===== src/rtl/mem_arbiter.sv =====
// Two-requester arbiter in front of a single-port synchronous memory.
// A load/store port normally wins over instruction fetch. A saturating
// starvation counter forces a fetch grant after STARVE_LIMIT consecutive
// denials. Read data comes back one cycle after the grant and is routed to
// the port that made the request.
module mem_arbiter #(
  parameter int ADDR_WIDTH   = 32,
  parameter int DATA_WIDTH   = 32,
  parameter int STARVE_LIMIT = 4
) (
  input  logic                  clk_i,
  input  logic                  rst_i,
  input  logic                  if_req_i,
  input  logic [ADDR_WIDTH-1:0] if_addr_i,
  output logic                  if_gnt_o,
  output logic                  if_rvalid_o,
  output logic [DATA_WIDTH-1:0] if_rdata_o,
  input  logic                  dm_req_i,
  input  logic                  dm_we_i,
  input  logic [ADDR_WIDTH-1:0] dm_addr_i,
  input  logic [DATA_WIDTH-1:0] dm_wdata_i,
  output logic                  dm_gnt_o,
  output logic                  dm_rvalid_o,
  output logic [DATA_WIDTH-1:0] dm_rdata_o,
  output logic                  mem_en_o,
  output logic                  mem_we_o,
  output logic [ADDR_WIDTH-1:0] mem_addr_o,
  output logic [DATA_WIDTH-1:0] mem_wdata_o,
  input  logic [DATA_WIDTH-1:0] mem_rdata_i
);

  typedef enum logic [1:0] {
    OWN_NONE = 2'd0,
    OWN_IF   = 2'd1,
    OWN_DM   = 2'd2
  } owner_e;

  localparam logic [3:0] LIMIT = 4'(STARVE_LIMIT);

  logic [3:0] starve_cnt_q, starve_cnt_d;
  owner_e     owner_q, owner_d;
  logic       if_gnt, dm_gnt;

  // Grant decision; reset masks both grants so nothing reaches memory.
  always_comb begin
    dm_gnt = rst_i & dm_req_i & (starve_cnt_q < LIMIT);
    if_gnt = rst_i & if_req_i & ~dm_gnt;
  end

  // Memory-side mux: winner's address/data, all zero when idle.
  always_comb begin
    mem_en_o    = 1'b0;
    mem_we_o    = 1'b0;
    mem_addr_o  = '0;
    mem_wdata_o = '0;
    if (dm_gnt) begin
      mem_en_o    = 1'b1;
      mem_we_o    = dm_we_i;
      mem_addr_o  = dm_addr_i;
      mem_wdata_o = dm_wdata_i;
    end else if (if_gnt) begin
      mem_en_o    = 1'b1;
      mem_addr_o  = if_addr_i;
    end
  end

  // Next starvation count and response owner.
  always_comb begin
    starve_cnt_d = starve_cnt_q;
    if (!if_req_i || if_gnt) begin
      starve_cnt_d = 4'd0;
    end else if (dm_gnt && (starve_cnt_q < LIMIT)) begin
      starve_cnt_d = starve_cnt_q + 4'd1;
    end

    owner_d = OWN_NONE;
    if (if_gnt) begin
      owner_d = OWN_IF;
    end else if (dm_gnt && !dm_we_i) begin
      owner_d = OWN_DM;
    end
  end

  // State registers; async reset clears any response in flight.
  always_ff @(posedge clk_i or negedge rst_i) begin
    if (!rst_i) begin
      starve_cnt_q <= 4'd0;
      owner_q      <= OWN_NONE;
    end else begin
      starve_cnt_q <= starve_cnt_d;
      owner_q      <= owner_d;
    end
  end

  assign if_gnt_o    = if_gnt;
  assign dm_gnt_o    = dm_gnt;
  assign if_rvalid_o = (owner_q == OWN_IF);
  assign dm_rvalid_o = (owner_q == OWN_DM);
  assign if_rdata_o  = (owner_q == OWN_IF) ? mem_rdata_i : '0;
  assign dm_rdata_o  = (owner_q == OWN_DM) ? mem_rdata_i : '0;

endmodule


===== config.mk =====
export PLATFORM = sky130hd
export DESIGN_NAME = mem_arbiter
export DESIGN_NICKNAME = d
export VERILOG_FILES = /design/src/rtl/mem_arbiter.sv
export SDC_FILE = /design/constraint.sdc
export NUM_CORES = 1
export LEC_CHECK = 0
export ABC_AREA = 1
export ABC_CLOCK_PERIOD_IN_PS = 1500
export CAP_MARGIN = 20
export CORE_AREA = 2 2 104 106
export DETAILED_ROUTE_END_ITERATION = 8
export DIE_AREA = 0 0 106 108
export GPL_ROUTABILITY_DRIVEN = 0
export GPL_TIMING_DRIVEN = 0
export PLACE_DENSITY_LB_ADDON = 0.05
export SLEW_MARGIN = 15
export SYNTH_ARGS = -nofsm -noshare
export SYNTH_HDL_FRONTEND = slang
export SYNTH_SLANG_ARGS = --single-unit

===== constraint.sdc =====
create_clock -name clk_i -period 1.5 [get_ports clk_i]
set_input_delay 0.15 -clock clk_i [delete_from_list [all_inputs] [get_ports clk_i]]
set_output_delay 0.15 -clock clk_i [all_outputs]
set_load 0.05 [all_outputs]

* Word-level counts from Yosys, hierarchy flattened
Cells that the tools add are included.
** Cells by class
- Add/subtract/negate cells :: 1
- $lt $le $gt $ge :: 1
- Equal/unequal tests :: 2
- Multiplexer cells :: 12
- Bitwise gates (word level) :: 5
- Reduce and logical (&&, ||, !) cells :: 6
** Operator list (number)
- $mux 32 :: 5
- $mux 4 :: 2
- $add 4x1->4 const B :: 1
- $and 1x1->1 :: 4
- $lt 4x3->1 const B :: 1
- $mux 2 :: 2
- $mux 1 :: 3
- $eq 2x1->1 const B :: 1
- $eq 2x2->1 const B :: 1
- $logic_and 1x1->1 :: 2
- $logic_not 1->1 :: 2
- $reduce_bool 2->1 :: 1
- $logic_or 1x1->1 :: 1
- $not 1->1 :: 1
** Word-level totals
- Bits in registers :: 6
- Bits of input ports :: 133
- Output and inout port bits :: 134
- Logic and storage cells :: 29

* Longest topological paths before layout
Gate-level depths: netlist of the first run.
- Depth in word-level cells :: 6
- Mapped depth :: 7
- Mapped depth without buffers :: 6

* Worst setup path after synthesis of the first run
OpenSTA, ideal clock, no wires.
- Path type :: register to output
- From :: register owner_q[0]
- To :: output port dm_rdata_o[10]
- Data arrival time :: 2122 ps
- Data required time :: 1350 ps
- Path slack :: -772 ps
- Cell stages (with the launch flop) :: 5
- Path buffers :: 1
- Cells stage by stage :: dfrtp_1 > nor2_1 > inv_1 > buf_2 > nor2_1
** On the way
- Longest elaborated chain between the ends :: 2
** RTL lines
- from (decl) :: line 41 : owner_e owner_q, owner_d;
- from (signal assigned) :: line 91 : owner_q <= owner_d;
- $eq 2x2->1
- named net dm_rvalid_o :: line 23 : output logic dm_rvalid_o,
- $mux 32 :: line 100 : assign dm_rdata_o = (owner_q == OWN_DM) ? mem_rdata_i : '0;
- to (decl) :: line 24 : output logic [DATA_WIDTH-1:0] dm_rdata_o,
The timed path passes the listed nets, and every way through them passes these cells.

* Worst setup path in the final report of the first run
- From :: register starve_cnt_q[2]
- To :: output port mem_wdata_o[11]
** On the way
- Longest elaborated chain between the ends :: 3
** RTL lines
- from (decl) :: line 40 : logic [3:0] starve_cnt_q, starve_cnt_d;
- from (signal assigned) :: line 90 : starve_cnt_q <= starve_cnt_d;
- $lt 4x3->1 :: line 46 : dm_gnt = rst_i & dm_req_i & (starve_cnt_q < LIMIT);
- $and 1x1->1 :: line 46
- $mux 32 :: line 56 : if (dm_gnt) begin
- to (decl) :: line 28 : output logic [DATA_WIDTH-1:0] mem_wdata_o,
Every way passes these cells.

==> results of run 1 <==
==> layout make-up <==
class / count / area, um2 / share of cell area (%)
clock buffer: 3 / 41.3 / 0.711
sequential: 6 / 150 / 2.59
multi-input combinational: 216 / 1800 / 30.9
timing repair buffer: 282 / 3040 / 52.3
buffer: 19 / 304 / 5.23
inverter: 78 / 308 / 5.30
tap: 136 / 170 / 2.93
==> sequential cells by signal (all words and copies together) (netlist names) <==
name,count
starve_cnt_q,4
owner_q,2
==> routing by layer <==
| layer | GRT usage [%] | vias to the layer above | wire [um] |
|---|---|---|---|
| met5 | 0 | - | 0 |
| met4 | 4.23 | 0 | 233 |
| met3 | 5.67 | 18 | 1150 |
| met2 | 33.7 | 161 | 6010 |
| met1 | 16.5 | 1314 | 3210 |
| li1 | - | 1474 | - |
==> cells in the final DEF (no fill, tap or decap) <==
cell and count:
sky130_fd_sc_hd__buf_4 45, sky130_fd_sc_hd__clkdlybuf4s15_2 3, sky130_fd_sc_hd__clkdlybuf4s50_1 130, sky130_fd_sc_hd__nand3_2 10
sky130_fd_sc_hd__nand2_1 11, sky130_fd_sc_hd__nand2_2 33, sky130_fd_sc_hd__buf_2 3, sky130_fd_sc_hd__inv_2 4
sky130_fd_sc_hd__nand2_4 31, sky130_fd_sc_hd__buf_8 39, sky130_fd_sc_hd__nand3_4 2, sky130_fd_sc_hd__clkbuf_16 2
sky130_fd_sc_hd__buf_6 55, sky130_fd_sc_hd__buf_16 1, sky130_fd_sc_hd__inv_1 72, sky130_fd_sc_hd__buf_12 10
sky130_fd_sc_hd__inv_4 1, sky130_fd_sc_hd__inv_12 1, sky130_fd_sc_hd__clkbuf_8 6, sky130_fd_sc_hd__bufbuf_16 2
sky130_fd_sc_hd__nand3_1 22, sky130_fd_sc_hd__clkbuf_4 5, sky130_fd_sc_hd__ha_1 1, sky130_fd_sc_hd__dlygate4sd3_1 1
sky130_fd_sc_hd__nand2_8 1, sky130_fd_sc_hd__a21oi_1 1, sky130_fd_sc_hd__dlygate4sd2_1 2, sky130_fd_sc_hd__nor2_4 57
sky130_fd_sc_hd__nor2_2 39, sky130_fd_sc_hd__o21ai_0 1, sky130_fd_sc_hd__nor2_1 7, sky130_fd_sc_hd__dfrtp_1 6
==> where the power goes <==
group | internal (mW) | leakage, nW | total (mW) | switching, mW
logic | 0.902 | 2.74 | 2.03 | 1.13
registers | 0.182 | 0.0810 | 0.194 | 0.0119
clock network | 0.172 | 0.0216 | 0.236 | 0.0643
==> through the flow <==
| step | hold slack (ps) | instances | setup TNS [ps] | worst slack [ps] |
|---|---|---|---|---|
| after global routing | 342 | 740 | -12820 | -233 |
| after floorplan | -146 | 319 | -3880 | -198 |
| after detailed placement | 457 | 721 | -101090 | -1140 |
| final | 344 | 740 | -7470 | -155 |
| after CTS | 340 | 735 | -11010 | -180 |
| after global placement | 447 | 721 | -98830 | -1120 |
==> synth_stat cells <==
cell type	n	area, um2
sky130_fd_sc_hd__clkbuf_1	3	11.3
sky130_fd_sc_hd__inv_2	1	3.75
sky130_fd_sc_hd__nand2_1	75	282
sky130_fd_sc_hd__nor2_1	102	383
sky130_fd_sc_hd__nand2_2	1	6.26
sky130_fd_sc_hd__o21ai_0	1	5.00
sky130_fd_sc_hd__nand3_1	34	170
sky130_fd_sc_hd__buf_2	10	50.1
sky130_fd_sc_hd__ha_1	1	12.5
sky130_fd_sc_hd__a21oi_1	1	5.00
sky130_fd_sc_hd__inv_1	77	289
sky130_fd_sc_hd__dfrtp_1	6	150
sky130_fd_sc_hd__nor2_2	1	6.26
sky130_fd_sc_hd__buf_6	2	22.5
sky130_fd_sc_hd__buf_4	4	30.0
==> critical path: stages (launching register included) <==
cell and delay [ps]:
sky130_fd_sc_hd__dfrtp_1 390, sky130_fd_sc_hd__nor2_4 190, sky130_fd_sc_hd__nand2_8 120, sky130_fd_sc_hd__buf_8 160, sky130_fd_sc_hd__buf_12 150, sky130_fd_sc_hd__nor2_4 100, sky130_fd_sc_hd__buf_8 150
==> logic make-up (layout without fill, tap and decap cells) <==
logic type / count (synthesis) / in the layout / synth area share, %
DFF: 6 / 6 / 10.5
buffers and inverters: 97 / 382 / 28.5
and+or+nand+nor: 213 / 213 / 59.4
adders and majority gates: 1 / 1 / 0.877
AOI/OAI and AO/OA: 2 / 2 / 0.701
==> repair_timing <==
action                                 4_1_cts  5_1_grt
cloned                                       6        2
endpoints found under the hold margin        6        0
pin swaps                                   20       20
setup endpoints to repair                  134      132
gates resized for setup                    949      217
hold buffers                                 1        0
setup buffers                                4        3
==> worst max-delay path by stage <==
| stage | slack (ps) | endpoint | startpoint |
|---|---|---|---|
| after floorplan | -200 | mem_wdata_o[16] | starve_cnt_q[2]$_DFFE_PN0P_ |
| after global placement | -1120 | mem_addr_o[29] | rst_i |
| after detailed placement | -1140 | mem_addr_o[29] | rst_i |
| after CTS | -180 | mem_wdata_o[12] | starve_cnt_q[3]$_DFFE_PN0P_ |
| after global routing | -230 | mem_wdata_o[12] | starve_cnt_q[2]$_DFFE_PN0P_ |
| final | -150 | mem_wdata_o[11] | starve_cnt_q[2]$_DFFE_PN0P_ |
==> flow_summary.rst, run 1 <==
.. list-table::
   :header-rows: 1

   * - Metric
     - Value
   * - Hold Violations, Final
     - 0
   * - Max Fanout on Critical Path
     - 10
   * - Total non-filler cell area in the finished layout
     - 5810 um2
   * - TritonCTS clock tree
     - built
   * - Number of sinks driven by the clock tree
     - 6
   * - Pwr per Cell Area
     - 424 nW/um2
   * - Crit Reg-Reg Endpoint
     - starve_cnt_q[2]$_DFFE_PN0P_
   * - Number of H-tree branching levels
     - 1
   * - Die H
     - 108 um
   * - CP Data Required Time
     - roughly 1400 ps
   * - Post-CTS clock slew at the launch and capture registers of the worst setup and hold paths
     - roughly 30 ps
   * - Fraction of final layout cells with drive strength greater than 1
     - 57.9%
   * - Top-level port count
     - approximately 270
   * - Initial antenna violation count
     - 0
   * - Detailed-route via count
     - 2967
   * - Cell leakage power
     - roughly 2.8 nW
   * - Kind of start point of the critical path
     - flop
   * - Post-route antenna net violation count
     - 0
   * - Violations in the final reports
     - setup timing
   * - Clock skew after layout
     - around 2.8 ps
   * - Overall fraction of global-route tracks in use
     - 16.8%
   * - Count of port buffers added during placement
     - 266
   * - Via count of the first global-routing pass
     - between 3k and 4k
   * - Number of design rule violations left after detail routing
     - 0
   * - Library cells used by synthesis
     - 15
   * - Utilization of the core after routing
     - roughly 57%
   * - Sum of routed wire length over all layers
     - 10600 um
   * - Final setup vio count
     - 64
   * - First-pass GRT wire length
     - 15500 um
   * - Measured slew at the worst slew-check pin
     - 514 ps
   * - Number of cells traversed by the worst register-to-register path
     - 6
   * - Ys Warns
     - 0
   * - Final Cycle Share
     - 110%
   * - Total power
     - 2.46 mW
   * - Slew margin rel.
     - 65.9%
   * - Clock buffers created by TritonCTS
     - 3
   * - Area after DPL
     - 4610 um2
   * - Reg-to-Reg Start
     - starve_cnt_q[2]$_DFFE_PN0P_
   * - IR drop worst, VDD
     - roughly 210 uV
   * - Syn nets
     - roughly 450
   * - Minimum setup slack in the final design
     - -155 ps
   * - Hpwl dp
     - 8190 um
   * - Hold endpoint
     - starve_cnt_q[2]$_DFFE_PN0P_
   * - Clk Tree Root Cell
     - sky130_fd_sc_hd__clkbuf_8
   * - Initial detailed-routing violation count
     - 55
   * - Setup repair after global routing missed its margin
     - true
   * - Die ar.
     - 11400 um2
   * - Number of standard-cell rows in the floorplan
     - 37
   * - Mean routed wirelength per cell
     - approximately 14 um
   * - Largest net degree at the start of global routing
     - 11
   * - Bufs on Longest Clock Path
     - 2
   * - Number of nets in the layout
     - 740
   * - F_max
     - 604 MHz
   * - Area inside the core boundary
     - between 10000 and 15000 um2
   * - Arrival time of data at the critical path endpoint
     - 1500 ps
   * - Result of the run
     - finished, violations left
   * - Register area share after synthesis
     - 10.5%
   * - Reg2Reg Setup Slack
     - between 300 and 400 ps
   * - Die Width
     - 106 um
   * - Cell Area, Synth
     - 1430 um2
   * - Starting density of the core
     - 13.9%
   * - Drt first pass iters
     - 4
   * - Routed vias/inst
     - 4.01
   * - Total of fill cells in the finished design
     - 951
   * - Worst-skew pair later-pin latency
     - 220 ps
   * - Max-capacitance violation count
     - 0
   * - Antenna diodes
     - 0
   * - Element type at the critical path end
     - primary output
   * - Post-synthesis cell count
     - 319
   * - Leftover overflow at the end of global routing
     - 0
   * - Minimum period implied by the final worst setup slack
     - 1650 ps
   * - Area Growth Syn to Fin
     - 307%
   * - Hold path startpoint
     - if_req_i
   * - Min-delay worst type
     - in -> reg
   * - Post-synthesis register bit count
     - 6
   * - Kind of critical path
     - reg -> out
   * - Max Transition Viols Final
     - 0
   * - Worst Hold Depth
     - 3
   * - Post-synthesis area per instance
     - 4.47 um2
Power figures use the tool's default switching activity.
==> inputs of run 2 (changes only) <==
--- a/config.mk
+++ b/config.mk
@@ -12,8 +12,8 @@
 export DETAILED_ROUTE_END_ITERATION = 8
 export DIE_AREA = 0 0 106 108
 export GPL_ROUTABILITY_DRIVEN = 0
-export GPL_TIMING_DRIVEN = 0
 export PLACE_DENSITY_LB_ADDON = 0.05
+export SKIP_CTS_REPAIR_TIMING = 1
 export SLEW_MARGIN = 15
 export SYNTH_ARGS = -nofsm -noshare
 export SYNTH_HDL_FRONTEND = slang
==> run 2 against run 1 <==
The run still ends with setup timing left. Setup slack improved by 77 ps. Die area did not move. Flip-flop and latch count did not move. Clock skew rose by 2.3 ps. Final cell count fell by 0.81%. Count of clock-buffer cells in the layout did not move. Register-to-register slack got worse by 130 ps. Routed wire length rose by 2.7%. Critical path depth rose by 1. Total power rose by 6.4%. Via count fell by 1.2%. Critical path type unchanged. Critical endpoint is now mem_addr_o[8]. Largest cell class unchanged.
==> flow_summary.rst, run 2 (synthesis results as in run 1) <==
.. list-table::
   :header-rows: 1

   * - Metric
     - Value
   * - Area after DPL
     - between 5000 and 6000 um2
   * - Initial detailed-routing violation count
     - 53
   * - Arrival time of data at the critical path endpoint
     - 1430 ps
   * - Die ar.
     - approximately 11000 um2
   * - Final Cycle Share
     - 105%
   * - Top-level port count
     - 267
   * - Kind of start point of the critical path
     - flop
   * - Crit Reg-Reg Endpoint
     - owner_q[0]$_DFF_PN0_
   * - Leftover overflow at the end of global routing
     - 0
   * - Violations in the final reports
     - setup timing
   * - Drt first pass iters
     - 4
   * - Kind of critical path
     - reg -> out
   * - Bufs on Longest Clock Path
     - 2
   * - Hpwl dp
     - 8860 um
   * - Reg2Reg Setup Slack
     - 240 ps
   * - Cell leakage power
     - 2.88 nW
   * - Cell Chain, Critical Path
     - nor2_4 > nand2_4 > inv_8 > clkbuf_16 > nand2_1 > nand2_2 > buf_12
   * - Max Transition Viols Final
     - 0
   * - Largest net degree at the start of global routing
     - 33
   * - First-pass GRT wire length
     - 14600 um
   * - Minimum period implied by the final worst setup slack
     - ~1600 ps
   * - Starting density of the core
     - 13.9%
   * - Fraction of final layout cells with drive strength greater than 1
     - 52.7%
   * - Setup repair after global routing missed its margin
     - true
   * - Element type at the critical path end
     - primary output
   * - Clock buffers created by TritonCTS
     - 3
   * - Minimum setup slack in the final design
     - -77.9 ps
   * - TritonCTS clock tree
     - built
   * - Worst-skew pair later-pin latency
     - 220 ps
   * - Overall fraction of global-route tracks in use
     - ~16%
   * - Critical path's largest stage delay
     - roughly 400 ps
   * - Most common cell after layout, fill and taps aside
     - sky130_fd_sc_hd__clkdlybuf4s50_1
   * - Total Negative Setup Slacks
     - -2400 ps
   * - Antenna diodes
     - 0
   * - Hold Violations, Final
     - 0
   * - Number of cells traversed by the worst register-to-register path
     - 6
   * - Via count of the first global-routing pass
     - 2876
   * - Initial antenna violation count
     - 0
   * - F_max
     - roughly 630 MHz
   * - Min-delay worst type
     - in -> async
   * - Final setup vio count
     - 60
   * - Pwr per Cell Area
     - 411 nW/um2
   * - Die H
     - between 100 and 150 um
   * - Measured slew at the worst slew-check pin
     - 226 ps
   * - Slew margin rel.
     - between 80% and 90%
   * - Flip-flop count of the largest register after layout
     - 4
   * - Number of H-tree branching levels
     - 1
   * - Number of nets in the layout
     - 734
   * - Worst path slowest cell
     - sky130_fd_sc_hd__dfrtp_1
   * - Count of port buffers added during placement
     - 266
   * - Post-CTS clock slew at the launch and capture registers of the worst setup and hold paths
     - roughly 40 ps
   * - Clk Tree Root Cell
     - sky130_fd_sc_hd__clkbuf_8
   * - Number of design rule violations left after detail routing
     - 0
   * - Routed vias/inst
     - 3.99
   * - Sum of routed wire length over all layers
     - 10900 um
   * - Reg-to-Reg Start
     - starve_cnt_q[3]$_DFFE_PN0P_
   * - Number of sinks driven by the clock tree
     - 6
   * - Die Width
     - 106 um
   * - Total non-filler cell area in the finished layout
     - 6370 um2
   * - Commonest cells after routing, fill and taps aside
     - sky130_fd_sc_hd__clkdlybuf4s50_1 (131), sky130_fd_sc_hd__buf_12 (109), sky130_fd_sc_hd__inv_1 (74)
   * - Detailed-route via count
     - 2932
   * - Clock skew after layout
     - 5.05 ps
   * - Result of the run
     - finished, violations left
   * - CP Data Required Time
     - approximately 1400 ps
   * - Max-capacitance violation count
     - 0
   * - Total power
     - 2.62 mW
   * - Post-route antenna net violation count
     - 0
   * - Number of standard-cell rows in the floorplan
     - 37
   * - Mean routed wirelength per cell
     - 14.8 um
   * - Register ranked first by flip-flop count
     - starve_cnt_q
   * - Max Fanout on Critical Path
     - 8
   * - IR drop worst, VDD
     - between 200 and 300 uV
   * - Area inside the core boundary
     - 10200 um2
   * - Registers with the most flip-flops
     - starve_cnt_q: 4 flops, owner_q: 2 flops
   * - Area Growth Syn to Fin
     - 346%
==> run 2: changes by cell type in the layout (fill, tap and decap cells not counted), moves of 4 or more <==
cell and change:
sky130_fd_sc_hd__buf_12 +99, sky130_fd_sc_hd__buf_4 -33, sky130_fd_sc_hd__buf_6 -33, sky130_fd_sc_hd__buf_8 -26, sky130_fd_sc_hd__clkbuf_16 +4, sky130_fd_sc_hd__clkbuf_4 -5
sky130_fd_sc_hd__nand2_1 +15, sky130_fd_sc_hd__nand2_2 +13, sky130_fd_sc_hd__nand2_4 -28, sky130_fd_sc_hd__nand3_1 +12, sky130_fd_sc_hd__nand3_2 -10, sky130_fd_sc_hd__nor2_2 +9
sky130_fd_sc_hd__nor2_4 -9
==> run 2: how the worst max path moves through the flow <==
stage	startpoint	endpoint	slack, ps	depth (start not counted)
after floorplan	starve_cnt_q[2]$_DFFE_PN0P_	mem_wdata_o[16]	-200	5
after global placement	rst_i	mem_addr_o[11]	-220	9
after detailed placement	rst_i	mem_addr_o[27]	-220	9
after CTS	rst_i	mem_addr_o[27]	-220	9
after global routing	starve_cnt_q[3]$_DFFE_PN0P_	mem_addr_o[17]	-150	7
final	starve_cnt_q[3]$_DFFE_PN0P_	mem_addr_o[8]	-80	7
==> run 2: layout make-up <==
| cell class | instances | area, um2 |
|---|---|---|
| Multi-Input combinational cell | 216 | 1500 |
| Timing Repair Buffer | 295 | 4200 |
| Tap cell | 136 | 170 |
| Inverter | 78 | 308 |
| Sequential cell | 6 | 150 |
| Clock buffer | 3 | 41.3 |
| Fill cell | 863 | 3860 |
==> run 2: power by group <==
part	internal, mW	switching (mW)
sequential	0.182	0.0106
combinational	1.07	1.12
clock	0.172	0.0659
==> run 2: metrics by stage <==
step                worst slack [ps]  hold slack, ps  cells  utilization [%]
floorplan                       -198            -146    319                -
finish                         -77.9             449    734             62.2
global placement                -221             472    719             55.2
detailed placement              -216             500    719             55.2
global route                    -147             484    734             62.2
CTS                             -220             268    722             55.6
==> run 2: metal layers <==
layer	up-vias	GRT usage [%]	wire length (um)
li1	1464	-	-
met2	163	34.1	6310
met3	14	5.61	1030
met1	1291	14.9	3370
met5	-	0	0
met4	0	2.73	182
==> run 2: worst max-delay path: cells and delay by family, from the launching register on <==
kind | cells | cell delay (ps)
buffers and inverters | 3 | 400
and+or+nand+nor | 4 | 400
DFF | 1 | 400
==> inputs of run 3 (changes only) <==
--- a/config.mk
+++ b/config.mk
@@ -7,14 +7,14 @@
 export LEC_CHECK = 0
 export ABC_AREA = 1
 export ABC_CLOCK_PERIOD_IN_PS = 1500
-export CAP_MARGIN = 20
 export CORE_AREA = 2 2 104 106
+export CTS_BUF_LIST = sky130_fd_sc_hd__clkbuf_16
 export DETAILED_ROUTE_END_ITERATION = 8
 export DIE_AREA = 0 0 106 108
 export GPL_ROUTABILITY_DRIVEN = 0
 export PLACE_DENSITY_LB_ADDON = 0.05
 export SKIP_CTS_REPAIR_TIMING = 1
-export SLEW_MARGIN = 15
+export SLEW_MARGIN = 10
 export SYNTH_ARGS = -nofsm -noshare
 export SYNTH_HDL_FRONTEND = slang
 export SYNTH_SLANG_ARGS = --single-unit
==> run 3 against run 2 <==
Clock skew down 2.7 ps. Cell area up 1.0%. Die area unchanged. Global-route usage up 0.22 points. Critical endpoint unchanged. Critical path depth unchanged. Routed wire length up 1.9%. Combinational power about the same. Register-to-register slack about the same. The run still ends with setup timing left. First-iteration DRC count down 3.8%. Sequential share of layout area about the same. Sequential power about the same. Total power up 8.0%.
==> flow_summary.rst, run 3 (synthesis results as in run 1) <==
.. list-table::
   :header-rows: 1

   * - Metric
     - Value
   * - Result of the run
     - finished, violations left
   * - Violations in the final reports
     - setup timing
   * - Kind of critical path
     - reg -> out
   * - Mean routed wirelength per cell
     - 15.1 um
   * - Reg-to-Reg Start
     - starve_cnt_q[3]$_DFFE_PN0P_
   * - Total of fill cells in the finished design
     - 854
   * - First-pass GRT wire length
     - 14800 um
   * - Net load switching power
     - 1.23 mW
   * - Registers with the most flip-flops
     - starve_cnt_q: 4 flops, owner_q: 2 flops
   * - Overall fraction of global-route tracks in use
     - 16.4%
   * - Internal power consumption
     - 1.60 mW
   * - Count of port buffers added during placement
     - ~270
   * - Switching power as a share of total power
     - 43.4%
   * - Crit Reg-Reg Endpoint
     - owner_q[0]$_DFF_PN0_
   * - Number of sinks driven by the clock tree
     - 6
   * - Relative contribution of sequential cells to total power
     - 6.8%
   * - Pwr per Cell Area
     - roughly 440 nW/um2
   * - Max-capacitance violation count
     - 0
   * - Bufs on Longest Clock Path
     - 2
   * - Clock network fraction of design power
     - 15.4%
   * - Die ar.
     - ~11000 um2
   * - Via count of the first global-routing pass
     - 2893
   * - Post-route antenna net violation count
     - 0
   * - Minimum period implied by the final worst setup slack
     - 1590 ps
   * - Most common cell after layout, fill and taps aside
     - sky130_fd_sc_hd__clkdlybuf4s50_1
   * - Kind of start point of the critical path
     - flop
   * - Register ranked first by flip-flop count
     - starve_cnt_q
   * - Max Transition Viols Final
     - 0
   * - Clock buffers created by TritonCTS
     - 3
   * - Routed vias/inst
     - 4.01
   * - Final Cycle Share
     - 106%
   * - Area Growth Syn to Fin
     - 351%
   * - Element type at the critical path end
     - primary output
   * - Initial antenna violation count
     - 0
   * - Antenna diodes
     - 0
   * - Post-CTS clock slew at the launch and capture registers of the worst setup and hold paths
     - 30 ps
   * - Area inside the core boundary
     - slightly above 10000 um2
   * - Cell leakage power
     - 2.91 nW
   * - Commonest cells after routing, fill and taps aside
     - sky130_fd_sc_hd__clkdlybuf4s50_1 (131), sky130_fd_sc_hd__buf_12 (110), sky130_fd_sc_hd__inv_1 (74)
   * - Detailed-route via count
     - 2947
   * - Total Negative Setup Slacks
     - -2950 ps
   * - Number of nets in the layout
     - 735
   * - TritonCTS clock tree
     - built
   * - Measured slew at the worst slew-check pin
     - 226 ps
   * - Starting density of the core
     - 13.9%
   * - Setup repair after global routing missed its margin
     - true
   * - Final setup vio count
     - 68
   * - Min-delay worst type
     - in -> async
   * - Leftover overflow at the end of global routing
     - 0
   * - Reg2Reg Setup Slack
     - between 200 and 250 ps
   * - Worst hold slack after final layout
     - 438 ps
   * - Clock skew after layout
     - 2.35 ps
   * - Initial detailed-routing violation count
     - 51
   * - Number of H-tree branching levels
     - 1
   * - Slew margin rel.
     - 84.9%
   * - Largest net degree at the start of global routing
     - 33
   * - Sum of routed wire length over all layers
     - between 10000 and 15000 um
   * - Number of design rule violations left after detail routing
     - 0
   * - IR drop worst, VDD
     - 289 uV
   * - Worst-skew pair later-pin latency
     - approximately 230 ps
   * - Hpwl dp
     - 8860 um
   * - Hold Violations, Final
     - 0
   * - Number of cells traversed by the worst register-to-register path
     - 6
   * - Die Width
     - 106 um
   * - Fraction of final layout cells with drive strength greater than 1
     - between 50% and 60%
   * - Drt first pass iters
     - 4
   * - Max Fanout on Critical Path
     - 8
   * - Minimum setup slack in the final design
     - -85.8 ps
   * - Number of standard-cell rows in the floorplan
     - 37
   * - Top-level port count
     - 267
   * - F_max
     - 631 MHz
   * - Die H
     - about 110 um
   * - Part of the power in combinational logic
     - ~78%
   * - Flip-flop count of the largest register after layout
     - 4
   * - Clk Tree Root Cell
     - sky130_fd_sc_hd__clkbuf_16
   * - CP Data Required Time
     - 1350 ps
   * - Arrival time of data at the critical path endpoint
     - 1440 ps
## run 3: changes by cell type in the layout (fill, tap and decap cells not counted), sizes merged
cell  previous run  this run
buf            156       157
## run 3: stage by stage
stage / area (um2) / setup slack [ps] / total power, mW / std cells / util (%)
2_1_floorplan: 1780 / -198 / 1.10 / 319 / -
3_3_place_gp: 5640 / -221 / 2.21 / 719 / 55.2
3_5_place_dp: 5640 / -216 / 2.22 / 719 / 55.2
4_1_cts: 5720 / -220 / 2.67 / 722 / 55.9
5_1_grt: 6430 / -144 / 2.95 / 735 / 62.9
6_report: 6430 / -85.8 / 2.83 / 735 / 62.9
## run 3: layout make-up
class | instances | area, um2 | share of cell area (%)
Clock buffer | 3 | 75.1 | 1.17
Inverter | 78 | 308 | 4.79
Multi-Input combinational cell | 216 | 1510 | 23.5
Sequential cell | 6 | 150 | 2.33
Tap cell | 136 | 170 | 2.65
Timing Repair Buffer | 296 | 4220 | 65.6
## run 3: worst max-delay path, stage by stage, from the launching register on
cell,delay [ps]
sky130_fd_sc_hd__dfrtp_1,400
sky130_fd_sc_hd__nor2_4,140
sky130_fd_sc_hd__nand2_4,110
sky130_fd_sc_hd__inv_8,110
sky130_fd_sc_hd__clkbuf_16,150
sky130_fd_sc_hd__nand2_1,70
sky130_fd_sc_hd__nand2_2,80
sky130_fd_sc_hd__buf_12,140
## run 3: worst max-delay path by stage
stage	start	cells past startpoint	to
final	starve_cnt_q[3]$_DFFE_PN0P_	7	mem_addr_o[8]
after global routing	starve_cnt_q[3]$_DFFE_PN0P_	7	mem_addr_o[17]
after CTS	rst_i	9	mem_addr_o[27]
after detailed placement	rst_i	9	mem_addr_o[27]
after global placement	rst_i	9	mem_addr_o[11]
after floorplan	starve_cnt_q[2]$_DFFE_PN0P_	5	mem_wdata_o[16]
## run 3: power groups by stage
| stage | logic, mW | registers [mW] | clock network, mW |
|---|---|---|---|
| 2_1_floorplan | 0.906 | 0.193 | 0 |
| 3_3_place_gp | 2.01 | 0.194 | 0 |
| 3_5_place_dp | 2.03 | 0.195 | 0 |
| 4_1_cts | 2.03 | 0.193 | 0.442 |
| 5_1_grt | 2.30 | 0.195 | 0.452 |
| 6_report | 2.20 | 0.192 | 0.436 |
## run 3: metal layers
layer	share of wire [%]	routed length, um	track usage, %	vias to the layer above
met5	0	0	0	-
met4	1.9	212	3.95	0
met3	9.4	1040	6.09	13
met2	58	6390	33.9	170
met1	31	3460	14.9	1300
li1	-	-	-	1464
